## src/rtl/mem_access_unit.sv

```systemverilog
// MEM-stage data-memory access: req/ack handshake with variable latency, stall
// generation toward EX/MEM, and the registered write-back result toward WB.
module mem_access_unit #(
  parameter int ADDR_W  = 10,
  parameter int TIMEOUT = 16
) (
  input  logic              clk,
  input  logic              reset,
  input  logic [31:0]       data_1_in,
  input  logic [31:0]       data_2_in,
  input  logic [4:0]        Rd_in,
  input  logic              MEM_wen_in,
  input  logic              WB_sel_in,
  input  logic              Reg_WB_in,
  output logic              dmem_req,
  output logic              dmem_we,
  output logic [ADDR_W-1:0] dmem_addr,
  output logic [31:0]       dmem_wdata,
  input  logic              dmem_ack,
  input  logic [31:0]       dmem_rdata,
  output logic              stall,
  output logic [31:0]       wb_data_out,
  output logic [4:0]        Rd_out,
  output logic              Reg_WB_out,
  output logic              mem_err_out
);

  localparam int CNT_W = $clog2(TIMEOUT);
  localparam logic [CNT_W-1:0] CNT_LAST = CNT_W'(TIMEOUT - 1);

  typedef enum logic {
    S_IDLE = 1'b0,
    S_WAIT = 1'b1
  } state_t;

  state_t           state, state_nxt;
  logic [CNT_W-1:0] count, count_nxt;
  logic             access_op, misalign;
  logic             req_c, stall_c, err_c, tmo;

  assign access_op = MEM_wen_in | WB_sel_in;
  assign misalign  = access_op & (data_1_in[1:0] != 2'b00);

  always_ff @(posedge clk or posedge reset) begin
    if (reset) begin
      state <= S_IDLE;
      count <= '0;
    end else begin
      state <= state_nxt;
      count <= count_nxt;
    end
  end

  always_comb begin
    state_nxt = state;
    count_nxt = count;
    req_c     = 1'b0;
    stall_c   = 1'b0;
    err_c     = 1'b0;
    tmo       = 1'b0;
    case (state)
      S_IDLE: begin
        if (misalign) begin
          err_c = 1'b1;
        end else if (access_op) begin
          req_c   = 1'b1;
          stall_c = !dmem_ack;
          if (!dmem_ack) begin
            state_nxt = S_WAIT;
            count_nxt = '0;
          end
        end
      end
      S_WAIT: begin
        req_c   = 1'b1;
        tmo     = (count == CNT_LAST) & !dmem_ack;
        stall_c = !dmem_ack & !tmo;
        if (dmem_ack) begin
          state_nxt = S_IDLE;
        end else if (tmo) begin
          state_nxt = S_IDLE;
          err_c     = 1'b1;
        end else begin
          count_nxt = count + 1'b1;
        end
      end
      default: state_nxt = S_IDLE;
    endcase
  end

  // Reset must drop the request and stall in the same cycle, not at the next edge.
  assign dmem_req   = req_c & !reset;
  assign stall      = stall_c & !reset;
  assign dmem_we    = dmem_req & MEM_wen_in;
  assign dmem_addr  = data_1_in[ADDR_W+1:2];
  assign dmem_wdata = data_2_in;

  always_ff @(posedge clk or posedge reset) begin
    if (reset) begin
      wb_data_out <= '0;
      Rd_out      <= '0;
      Reg_WB_out  <= 1'b0;
      mem_err_out <= 1'b0;
    end else begin
      mem_err_out <= err_c;
      if (!stall_c && !err_c) begin
        Rd_out      <= Rd_in;
        Reg_WB_out  <= Reg_WB_in;
        wb_data_out <= WB_sel_in ? dmem_rdata : data_1_in;
      end else begin
        Reg_WB_out  <= 1'b0;
      end
    end
  end

endmodule

```

## config.mk

```make
export PLATFORM = sky130hd
export DESIGN_NAME = mem_access_unit
export DESIGN_NICKNAME = d
export VERILOG_FILES = /design/src/rtl/mem_access_unit.sv
export SDC_FILE = /design/constraint.sdc
export NUM_CORES = 1
export LEC_CHECK = 0
export BUFFER_PORTS_ARGS = -buffer_cell sky130_fd_sc_hd__buf_2
export CAP_MARGIN = 20
export CORE_MARGIN = 3
export CORE_UTILIZATION = 35
export CTS_CLUSTER_DIAMETER = 30
export DETAILED_ROUTE_END_ITERATION = 10
export GPL_TIMING_DRIVEN = 0
export PLACE_DENSITY = 0.76
export REMOVE_ABC_BUFFERS = 1
export SYNTH_ARGS = -nofsm -noshare
export SYNTH_HDL_FRONTEND = slang
export SYNTH_SLANG_ARGS = --single-unit
```

## constraint.sdc

```tcl
create_clock -name clk -period 1.4 [get_ports clk]
set_input_delay 0.21 -clock clk [delete_from_list [all_inputs] [get_ports clk]]
set_output_delay 0.21 -clock clk [all_outputs]
set_load 0.01 [all_outputs]
```

==> run_results.csv <==
group,metric,value,unit
outcome,outcome,"complete, but fails checks",
outcome,violations,"setup timing",
worst_setup_path,setup.worst_path.class,"reg -> out",
synth,syn_avg_cell_area,10.13,sq um
worst_setup_path,reg2reg_to,"Rd_out[2]",
die,die_w,88.13,um
drt,route.detailed.wl_per_inst,17.57,um
timing,relSlewSlack,0.6958,
pwr,peakVddDrop,0.0005666,V
drt,drtAntennaViolNets,0,
layout,nNetsFinal,445,
worst_setup_path,ff2ff_setup_slack,-0.09,ns
die,initial_core_util,0.3656,
clock_tree,clockRootBuffer,"clkbuf_8",
worst_setup_path,crit_required,1.19,ns
layout,nFillCells,614,
timing,rsz0062_at_grt,"yes",
drt,viasPerCell,4.973,
hold_path,hp-class,"in -> reg",
worst_setup_path,startpoint,"count[1]",
layout,syn_to_final_growth,36.35,%
drt,drt_iter0_markers,71,
drt,wl,7.290,mm
layout,fin_cells,415,
clock_tree,cts_sinks,44,
placed_design,gp_congestion,0.7314,
worst_setup_path,arrival,1.31,ns
die,core,0.006459,sq mm
grt,grt.total_usage,0.1746,
worst_setup_path,critPathMaxFanout,2,
clock_tree,clock_latency,0.29,ns
layout,drive_gt1_frac,0.5385,
grt,grt_max_degree,35,
grt,antenna_found_initial,0,
synth,netlist_top_cells_area,"dfrtp_1 47%, mux2i_1 14%, buf_4 13%",
synth,synth_edf_count,0,
timing,finalSetupViolCount,7,
worst_setup_path,crit_path_end,"stall",
worst_setup_path,r2r_cells,4,
layout,multiInputGateArea,982.2,sq um
clock_tree,cts_tree,"built",
flow_run,cap_violations,0,
placed_design,place_area,0.002758,sq mm
timing,report.final.slew_viol_count,0,
pwr,power_density,1131,mW/mm^2
die,rows,29,
synth,synth_top_area_cell,"dfrtp_1",
synth,ys_warn_count,0,
placed_design,port_buffers,126,
worst_setup_path,end_kind,"output pin",
clock_tree,htreeDepth,2,
grt,grt_pass1_wl,10.05,mm
timing,worst_pin_slew,0.4556,ns
layout,antennaDiodeCount,0,
grt,globalRouteOverflowTotal,0,
synth,synth_ff_type,"dfrtp_1",
worst_setup_path,rr_startpoint,"state",
synth,yosys.area.top_type_share,0.4663,
die,die_area,0.007767,sq mm
timing,hold_violations,0,
grt,grt_pass1_vias,1948,
synth,ys_seq_elements,44,
placed_design,post-place-ws,-1.207,ns
clock_tree,numCtsBuffers,5,
drt,drc,0,
timing,fin_crit_sh,1.084,
drt,drtPass1Iterations,3,
pwr,p_total,3.641,mW
timing,fin_crit,1.517,ns
layout,design_area,0.003219,sq mm
pwr,power.leakage,1.713,nW
timing,fmax,659.2,MHz
synth,synthDistinctLibCells,26,
synth,async_flop_share,1.000,
drt,via_count,2064,
layout,seq_area,0.001102,sq mm
die,io_pins,191,
clock_tree,clockBufferDepth,2,
placed_design,dp.cells,384,
placed_design,dpl.hpwl,4.906,mm
worst_setup_path,worst_setup_path_start_kind,"flip-flop",
die,die_h,88.13,um
synth,syn-cell-area,0.002361,sq mm
synth,ys_seq_area_frac,0.4663,
timing,finalWorstSetupSlack,-0.1170,ns
timing,fin_skew,0.006744,ns
synth,syn_inst,233,
clock_tree,clkTransAtPathRegs,0.08,ns
## metrics by stage
step	setup TNS [ns]	hold WS, ns	utilization
after floorplan	-38.86	0.3477	-
after global placement	-104.16	0.4201	0.4190
after detailed placement	-40.77	0.2597	0.4270
after CTS	-0.4329	0.1385	0.4810
after global routing	-1.005	0.1283	0.4985
final	-0.5669	0.1445	0.4985
## worst max-delay path, cell delays in order, from the launching register on
cell	delay (ns)
dfrtp_1	0.40
ha_2	0.20
a41oi_2	0.15
and2_1	0.14
buf_2	0.12
## what timing repair did
action                                  in CTS  in global routing
setup buffers                               14                  6
endpoints found under the setup margin      46                 42
pin swaps                                    8                  5
endpoints found under the hold margin       19                  0
hold buffers                                 1                  0
resized for setup                           18                 46
gates cloned                                 3                  2
## synthesized netlist by cell type, types with 2 or more instances
cell type / instances
nor2_1: 4
inv_1: 4
clkbuf_2: 2
buf_2: 9
and2_1: 2
mux2_4: 5
dfrtp_1: 44
nand2_1: 33
mux2i_1: 32
buf_4: 42
o21ai_0: 36
a21oi_1: 2
nor2b_1: 2
nand3_1: 4
## placed cells by master, fill, tap and decap left out, types with 4 or more instances in the layout
master    Yosys  final
mux2_4        5      5
mux2i_1      32     32
clkbuf_8      0      6
buf_4        42     11
dfrtp_1      44     43
buf_6         1      6
nand3_1       4      4
nand2_1      33     31
buf_12        0      4
buf_2         9    125
o21ai_1       0     18
o21ai_0      36     10
o21ai_2       0      8
## how the worst min path moves through the flow
stage | slack, ns | to | cells after the start | start
6_report | 0.14 | Rd_out[3] | 2 | Rd_in[3]
5_1_grt | 0.13 | Rd_out[4] | 2 | Rd_in[4]
4_1_cts | 0.14 | Rd_out[0] | 2 | Rd_in[0]
3_5_place_dp | 0.26 | wb_data_out[0] | 2 | reset
3_3_place_gp | 0.42 | dmem_wdata[29] | 0 | data_2_in[29]
2_1_floorplan | 0.35 | Reg_WB_out | 1 | Reg_WB_in
## registers in the layout (all words and copies together), names as in the netlist
register	flops
Rd_out	5
count	4
state	1
Reg_WB_out	1
mem_err_out	1
wb_data_out	32
## where the power goes
part	internal [mW]	total (mW)	switching, mW
clock network	0.403	0.821	0.418
registers	1.50	1.64	0.141
logic	0.599	1.18	0.576
total	2.51	3.64	1.14
## layer usage
metal  vias to the layer above  wire length [um]  global-route usage
li1                        962                 -                   -
met5                         -                49             0.05844
met2                       117              3104              0.2486
met1                       976              3183              0.2229
met4                         2                45             0.03571
met3                         7               907              0.1072
## cells by family after synthesis
family,Yosys count,synth area share
fa+ha+maj,1,0.005299
compound gates,43,0.1002
buf+inv,58,0.1680
flops,44,0.4664
mux,37,0.1675
simple gates,50,0.09274
## cell type report
cell class	instances	area share
flip-flops and latches	44	0.3424
multi-input cells	132	0.3051
repair buffers	150	0.2899
well taps	77	0.02993
clock buffers	8	0.02798
inverters	4	0.004664
(Power assumes the default switching activity.)
